## src/rtl/hazard_unit_pkg.sv

```systemverilog
// Shared definitions for the hazard unit: register-zero constant, stall
// cause encodings, mult/div tracker state and the operand-match helper.
package core_pkg;

   localparam logic [4:0] REG_ZERO = 5'd0;

   localparam logic [2:0] CAUSE_NONE        = 3'd0;
   localparam logic [2:0] CAUSE_LOAD_USE    = 3'd1;
   localparam logic [2:0] CAUSE_BRANCH_ALU  = 3'd2;
   localparam logic [2:0] CAUSE_BRANCH_LOAD = 3'd3;
   localparam logic [2:0] CAUSE_MD_BUSY     = 3'd4;
   localparam logic [2:0] CAUSE_MD_ISSUE    = 3'd5;

   typedef enum logic {
      IDLE = 1'b0,
      BUSY = 1'b1
   } md_state_t;

   // True when the ID instruction reads the non-zero register r.
   function automatic logic reg_match(input logic [4:0] rs,
                                      input logic [4:0] rt,
                                      input logic       use_rs,
                                      input logic       use_rt,
                                      input logic [4:0] r);
      return (r != REG_ZERO) && ((use_rs && (rs == r)) || (use_rt && (rt == r)));
   endfunction

endpackage

```

## src/rtl/hazard_md_tracker.sv

```systemverilog
// Tracks whether the multi-cycle mult/div unit has an operation in flight.
module hazard_md_tracker
   import core_pkg::*;
(
   input  logic clk,
   input  logic rst,
   input  logic md_start,
   input  logic md_done,
   output logic md_busy
);

   md_state_t state;

   // IDLE/BUSY sequencing; a start while BUSY is ignored.
   always_ff @(posedge clk or negedge rst) begin
      if (!rst) begin
         state <= IDLE;
      end else begin
         case (state)
            IDLE:    if (md_start && !md_done) state <= BUSY;
            BUSY:    if (md_done)              state <= IDLE;
            default:                           state <= IDLE;
         endcase
      end
   end

   assign md_busy = (state == BUSY);

endmodule

```

## src/rtl/hazard_unit.sv

```systemverilog
// Pipeline interlock: detects ID-stage hazards, drives PC/IF-ID hold,
// ID/EX bubble and taken-branch flush, and counts stalled cycles.
module hazard_unit
   import core_pkg::*;
#(
   parameter int unsigned CNT_W = 32
)(
   input  logic             clk,
   input  logic             rst,
   input  logic [4:0]       id_rs,
   input  logic [4:0]       id_rt,
   input  logic             id_use_rs,
   input  logic             id_use_rt,
   input  logic             id_is_branch,
   input  logic             id_branch_taken,
   input  logic             id_use_hilo,
   input  logic             id_is_md,
   input  logic [4:0]       ex_rd,
   input  logic             ex_reg_write,
   input  logic             ex_mem_read,
   input  logic [4:0]       mem_rd,
   input  logic             mem_mem_read,
   input  logic             md_start,
   input  logic             md_done,
   output logic             pc_hold,
   output logic             ifid_hold,
   output logic             idex_bubble,
   output logic             ifid_flush,
   output logic             md_busy,
   output logic [2:0]       stall_cause,
   output logic [CNT_W-1:0] stall_cnt
);

   logic md_busy_q;
   logic h_load_use, h_branch_alu, h_branch_load, h_md_busy, h_md_issue;
   logic hilo_user;
   logic stall;
   logic [2:0] cause;

   hazard_md_tracker u_md_tracker (
      .clk      (clk),
      .rst      (rst),
      .md_start (md_start),
      .md_done  (md_done),
      .md_busy  (md_busy_q)
   );

   // Hazard detection and lowest-number-wins cause encoding.
   always_comb begin
      hilo_user     = id_use_hilo || id_is_md;
      h_load_use    = ex_mem_read && reg_match(id_rs, id_rt, id_use_rs, id_use_rt, ex_rd);
      h_branch_alu  = id_is_branch && ex_reg_write && !ex_mem_read &&
                      reg_match(id_rs, id_rt, id_use_rs, id_use_rt, ex_rd);
      h_branch_load = id_is_branch && mem_mem_read &&
                      reg_match(id_rs, id_rt, id_use_rs, id_use_rt, mem_rd);
      h_md_busy     = md_busy_q && hilo_user;
      h_md_issue    = md_start && hilo_user;
      stall = h_load_use | h_branch_alu | h_branch_load | h_md_busy | h_md_issue;

      cause = CAUSE_NONE;
      if      (h_load_use)    cause = CAUSE_LOAD_USE;
      else if (h_branch_alu)  cause = CAUSE_BRANCH_ALU;
      else if (h_branch_load) cause = CAUSE_BRANCH_LOAD;
      else if (h_md_busy)     cause = CAUSE_MD_BUSY;
      else if (h_md_issue)    cause = CAUSE_MD_ISSUE;
   end

   // Outputs are gated by rst so they drop to zero asynchronously in reset.
   always_comb begin
      pc_hold     = rst && stall;
      ifid_hold   = rst && stall;
      idex_bubble = rst && stall;
      ifid_flush  = rst && id_is_branch && id_branch_taken && !stall;
      md_busy     = rst && md_busy_q;
      stall_cause = rst ? cause : CAUSE_NONE;
   end

   // Saturating count of stalled cycles.
   always_ff @(posedge clk or negedge rst) begin
      if (!rst) begin
         stall_cnt <= '0;
      end else if (stall && (stall_cnt != '1)) begin
         stall_cnt <= stall_cnt + 1'b1;
      end
   end

endmodule

```

## config.mk

```make
export PLATFORM = sky130hd
export DESIGN_NAME = hazard_unit
export DESIGN_NICKNAME = d
export VERILOG_FILES = /design/src/rtl/hazard_unit_pkg.sv /design/src/rtl/hazard_md_tracker.sv /design/src/rtl/hazard_unit.sv
export SDC_FILE = /design/constraint.sdc
export NUM_CORES = 1
export LEC_CHECK = 0
export CAP_MARGIN = 20
export CELL_PAD_IN_SITES_DETAIL_PLACEMENT = 0
export CELL_PAD_IN_SITES_GLOBAL_PLACEMENT = 1
export CORE_MARGIN = 5
export CORE_UTILIZATION = 34
export CTS_BUF_LIST = sky130_fd_sc_hd__clkbuf_8
export CTS_CLUSTER_DIAMETER = 120
export DETAILED_ROUTE_END_ITERATION = 8
export PLACE_DENSITY_LB_ADDON = 0.25
export RECOVER_POWER = 25
export SLEW_MARGIN = 20
export SYNTH_ARGS = -nofsm -noshare
export SYNTH_HDL_FRONTEND = slang
export SYNTH_SLANG_ARGS = --single-unit
export TNS_END_PERCENT = 5
```

## constraint.sdc

```tcl
create_clock -name clk -period 2.8 [get_ports clk]
set_input_delay 0.56 -clock clk [delete_from_list [all_inputs] [get_ports clk]]
set_output_delay 0.56 -clock clk [all_outputs]
set_load 0.02 [all_outputs]
```

=== Yosys cells after proc, flatten, opt, wreduce, memory -nomap -nowiden ===
Cells that the tools add are included.

* Input port bits: 33
* Register bits after elaboration: 33

* Mux-type cells: 9
* Reduce and logical (&&, ||, !) cells: 29
* $add $sub $neg: 1
* Bitwise operators: 5
* Equality and inequality tests: 5

{| class="wikitable"
|+ Operators by type and width
! operator !! number
|-
| $add A32 B1 Y32 const B || 1
|-
| $ne A32 B32 Y1 const B || 1
|-
| $logic_and A1 B1 Y1 || 21
|-
| $eq A5 B5 Y1 || 4
|-
| $mux W3 || 6
|-
| $reduce_bool A5 Y1 || 2
|-
| $or A1 B1 Y1 || 4
|-
| $logic_not A1 Y1 || 3
|-
| $logic_or A1 B1 Y1 || 3
|-
| $mux W1 || 2
|-
| $pmux W1 S2 || 1
|-
| $not A1 Y1 || 1
|}

=== Longest topological paths before layout ===
Gate-level depths: netlist of run 1.

* Depth in word-level cells: 11
* Depth in mapped cells: 9

=== Modules after synthesis ===
A second synthesis of run 1 with hierarchy kept.

* Cells, all modules: 258
* Area, all modules: 2342.2 µm²

{| class="wikitable"
|+ Modules (own cells, without submodules)
! module !! area each (µm²) !! times used !! cells each !! seq. area each (µm²)
|-
| hazard_unit || 2307.2 || 1 || 256 || 800.8
|-
| hazard_md_tracker || 35.0 || 1 || 2 || 25.0
|}

=== Worst setup path after synthesis of run 1 ===
Ideal clock, no wire load.

* Kind: input-to-output
* Start point: input mem_rd[0]
* End point: output ifid_hold
* Stages: 5
* Data required time: 2240 ps
* Path slack: 94 ps
* Buffers on the path: 1
* Arrival time: 2146 ps
* Cell sequence: or3_2 > o311a_2 > a22oi_4 > a31oi_1 > buf_4

* Longest elaborated chain between the ends: 9
* Elaborated cells on any way between the ends: 12
* Those cells by class: 2 x eq/ne; 3 x bitwise; 7 x reduce/logical

{| class="wikitable"
|+ RTL lines
! item !! RTL line !! source
|-
| start, declared || hazard_unit.sv:21 || <nowiki>input logic [4:0] mem_rd,</nowiki>
|-
| $eq A5 B5 Y1 || hazard_unit_pkg.sv:25 || <nowiki>return (r != REG_ZERO) && ((use_rs && (rs == r)) || (use_rt && (rt == r)));</nowiki>
|-
| $logic_and A1 B1 Y1 || hazard_unit_pkg.sv:25 ||
|-
| $logic_or A1 B1 Y1 || hazard_unit_pkg.sv:25 ||
|-
| $logic_and A1 B1 Y1 (*) || hazard_unit_pkg.sv:25 ||
|-
| $logic_and A1 B1 Y1 (*) || hazard_unit.sv:54 || <nowiki>h_branch_load = id_is_branch && mem_mem_read &&</nowiki>
|-
| $or A1 B1 Y1 (*) (3 in a row) || hazard_unit.sv:58 || <nowiki>stall = h_load_use | h_branch_alu | h_branch_load | h_md_busy | h_md_issue;</nowiki>
|-
| $logic_and A1 B1 Y1 (*) || n/a ||
|-
| end, declared || hazard_unit.sv:26 || <nowiki>output logic ifid_hold,</nowiki>
|}

Every way passes the cells marked *; elsewhere a longest branch is shown, timed or not.

=== Worst setup path in the final report of run 1 ===
* Start point: input mem_rd[1]
* End point: output pc_hold

* Longest elaborated chain between the ends: 9
* Elaborated cells on any way between the ends: 12
* Those cells by class: 2 x eq/ne; 3 x bitwise; 7 x reduce/logical

{| class="wikitable"
|+ RTL lines
! item !! RTL line !! source
|-
| $eq A5 B5 Y1 || hazard_unit_pkg.sv:25 ||
|-
| $logic_and A1 B1 Y1 || hazard_unit_pkg.sv:25 ||
|-
| $logic_or A1 B1 Y1 || hazard_unit_pkg.sv:25 ||
|-
| $logic_and A1 B1 Y1 (*) || hazard_unit_pkg.sv:25 ||
|-
| $logic_and A1 B1 Y1 (*) || hazard_unit.sv:54 ||
|-
| $or A1 B1 Y1 (*) (3 in a row) || hazard_unit.sv:58 ||
|-
| $logic_and A1 B1 Y1 (*) || hazard_unit.sv:70 || <nowiki>pc_hold = rst && stall;</nowiki>
|-
| end, declared || hazard_unit.sv:25 || <nowiki>output logic pc_hold,</nowiki>
|}

Marked as above.

==> out/results.tsv, run 1 <==
stage	metric	value	unit
outcome	run status	finished clean	
worst_setup_path	CP max FO	3	
worst_setup_path	crit path capture type	output port	
clocking	hold buffer count at cts	0	
logic_synthesis	Async S/R FF share, synth	100	%
global_route	Total Routing Usage GR	14.7	%
logic_synthesis	synthesized flop and latch total	33	
finish	share of cells above drive strength 1	22.5	%
place	number of port buffers	72	
logic_synthesis	yosys warns	0	
timing	hold slack	494	ps
min_path	Hold WC Path Type	reg2reg	
logic_synthesis	count of different cell masters after synthesis	33	
power	sequential power share	41.9	%
routing	DR iter-0 viols	57	
timing	final worst setup slack	52.6	ps
worst_setup_path	CP delay by family, top	compound AO/OA/AOI/OAI gates	
worst_setup_path	Slowest-stage cell, CP	or3_4	
global_route	met3 Resource Use GR	4.71	%
clocking	Sink Count	33	
power	Tot Pwr	1.43	mW
global_route	largest net degree at the start of global routing	33	
clocking	Clock transition at path regs	70	ps
worst_setup_path	startpoint types	input port	
timing	Slew Limit Fails	0	
global_route	first-pass GRT wire length	8630	um
logic_synthesis	Post-synth EDFFs	0	
worst_setup_path	most used cell, CP	buf_6	
power	P_sw	485	uW
routing	via/cell ratio	4.92	
routing	ANT nets after route	0	
finish	most common cell after layout, fill and taps aside	xnor2_1	
timing	Highest Clock Rate	364	MHz
worst_setup_path	Worst Setup SP	mem_rd[1]	
finish	commonest cells after routing, fill and taps aside	xnor2_1 (47), clkdlybuf4s50_1 (44), dfrtp_1 (33)	
routing	DRC errors left	0	
worst_setup_path	largest stage delay on the critical path	390	ps
finish	Final Cell Area	3050	um^2
worst_setup_path	Worst EP required	2240	ps
routing	drt pass-1 iters	4	
power	Clk network pwr share	24.6	%
power	Pint	949	uW
logic_synthesis	Post-Syn Nets	220	
worst_setup_path	R2R Path Start	stall_cnt[4]	
finish	# diodes	0	
place	hpwl dp	4020	um
finish	final design utilization	55.0	%
clocking	Worst-Skew Late Latency	280	ps
floorplan	Die ar.	7310	um^2
worst_setup_path	worst path cell trace	dlygate4sd2_1 > or3_4 > o311a_4 > a22oi_4 > buf_6 > a31oi_4 > buf_6	
place	Placed Instance Area	2920	um^2
clocking	CTS buffer count	5	
power	share of power burned in combinational logic	33.6	%
logic_synthesis	main flop type after synthesis	dfrtp_1	
global_route	vias in the first global route	1876	
power	leak pwr	1.33	nW
clocking	CTS root buf	clkbuf_8	
finish	FF+latch area	826	um^2
routing	vias	1775	
floorplan	Initial Util	35.0	%
global_route	met1 GRT Util	19.4	%
logic_synthesis	average size of a mapped cell	10.4	um^2
timing	Rel. slew slack	47.4	%
power	IR drop worst, VDD	529	uV
clocking	clock tree buffer depth	2	
finish	area grow syn2layout	57.3	%
logic_synthesis	Post-Synthesis Cells	186	
floorplan	core area	5540	um^2
routing	Routed WL	5190	um
timing	clock skew	5.40	ps
clocking	CTS tree	built	
power	Net Sw Frac	33.8	%
floorplan	Die Span X	85.5	um
timing	Setup Viol. Count Final	0	
routing	drt wl/cell	14.4	um
floorplan	Die Span Y	85.5	um
finish	Final #Nets	322	
timing	RSZ-0062 raised after global routing	yes	
finish	FILL cells	527	
global_route	GRT busiest layer	met2	
timing	final hold violation count	0	
worst_setup_path	Buf/Inv on CP	3	
global_route	grt ovf	0	
logic_synthesis	register area share after synthesis	42.6	%
global_route	met2 usage	23.2	%
timing	Tmin final	2750	ps
worst_setup_path	worst setup path endpoint	pc_hold	
worst_setup_path	R2R Path End	stall_cnt[25]	
power	power density over the cells	470	nW/um^2
worst_setup_path	r2r setup slk	670	ps
finish	Multi-input gate area	1110	um^2
timing	Worst-Margin Slew	789	ps
floorplan	I/O Pins	73	
worst_setup_path	Crit Path Class	in2out	
place	Post-Place Setup Slack	-707	ps
clocking	htree depth	2	
floorplan	num rows	27	
job	Max Cap Viol	0	
timing	fin crit share	98.1	%
global_route	antenna violations before repair	0	
worst_setup_path	critical path arrival	2190	ps
logic_synthesis	synthesized area	1940	um^2
worst_setup_path	path length in cells of the critical path	7	
worst_setup_path	FF-to-FF path depth	6	
place	placer congestion estimate	0.773	
sequential cells by signal (all words and copies together), names as in the netlist:
| register | cells |
|---|---|
| stall_cnt | 32 |
| u_md_tracker.md_busy | 1 |
through the flow:
stage	std cells	TNS [ps]
floorplan	186	0
global placement	351	-5030
detailed placement	351	-5590
CTS	360	0
global route	361	-132
finish	361	0
power groups by stage:
| stage | clock, mW | sequential [mW] | combinational [mW] |
|---|---|---|---|
| final | 0.352 | 0.601 | 0.482 |
| after global routing | 0.383 | 0.616 | 0.520 |
| after CTS | 0.365 | 0.602 | 0.484 |
| after detailed placement | 0 | 0.610 | 0.482 |
| after global placement | 0 | 0.610 | 0.482 |
| after floorplan | 0 | 0.659 | 0.177 |
how the worst min path moves through the flow:
| stage | to | depth (start not counted) | slack [ps] | startpoint |
|---|---|---|---|---|
| global route | stall_cnt[29] | 1 | 510 | stall_cnt[29] |
| finish | stall_cnt[7] | 1 | 490 | stall_cnt[7] |
| CTS | stall_cnt[7] | 1 | 500 | stall_cnt[7] |
| floorplan | stall_cnt[0] | 0 | 260 | rst |
| detailed placement | stall_cnt[7] | 1 | 490 | stall_cnt[7] |
| global placement | stall_cnt[7] | 1 | 480 | stall_cnt[7] |
layout make-up:
class	count	share of cell area, %
inverter	2	0.246
tap	72	2.95
clock inverter	3	0.574
sequential	33	27.1
multi-input combinational	144	36.6
timing repair buffer	102	30.3
clock buffer	5	2.26
kinds of logic after synthesis:
family                     after synthesis  synth area share (%)
AOI/OAI and AO/OA                       14                  6.97
xor gates and xnor gates                50                  22.6
adders and majority gates                1                 0.645
buffers and inverters                    9                  3.16
DFF                                     33                  42.6
muxes                                    1                 0.581
and+or+nand+nor                         78                  23.4
what timing repair did:
item,4_1_cts,5_1_grt
resized for setup,71,12
setup buffers,1,1
setup endpoints to repair,7,7
pin swaps,12,9
layer usage:
layer	wire (um)	vias up
li1	-	879
met1	2430	846
met2	2430	44
met3	252	6
met4	76	0
met5	0	-
cells in the mapped netlist, types with 3 or more instances:
library cell	count	area (um^2)
and3_1	16	100
and4_1	4	35.0
buf_4	3	22.5
dfrtp_1	33	826
nand2_1	7	26.3
nand3_1	18	90.1
nand4_1	18	113
nor2_1	7	26.3
o211ai_1	3	22.5
xnor2_1	49	429
Power figures use the tool's default switching activity.
==> run 2, diff against run 1 <==
--- a/config.mk
+++ b/config.mk
@@ -5,6 +5,7 @@
 export SDC_FILE = /design/constraint.sdc
 export NUM_CORES = 1
 export LEC_CHECK = 0
+export ABC_CLOCK_PERIOD_IN_PS = 2800
 export CAP_MARGIN = 20
 export CELL_PAD_IN_SITES_DETAIL_PLACEMENT = 0
 export CELL_PAD_IN_SITES_GLOBAL_PLACEMENT = 1
==> results of run 2 <==
The final DEF is identical to that of run 1; final timing and power are the same.
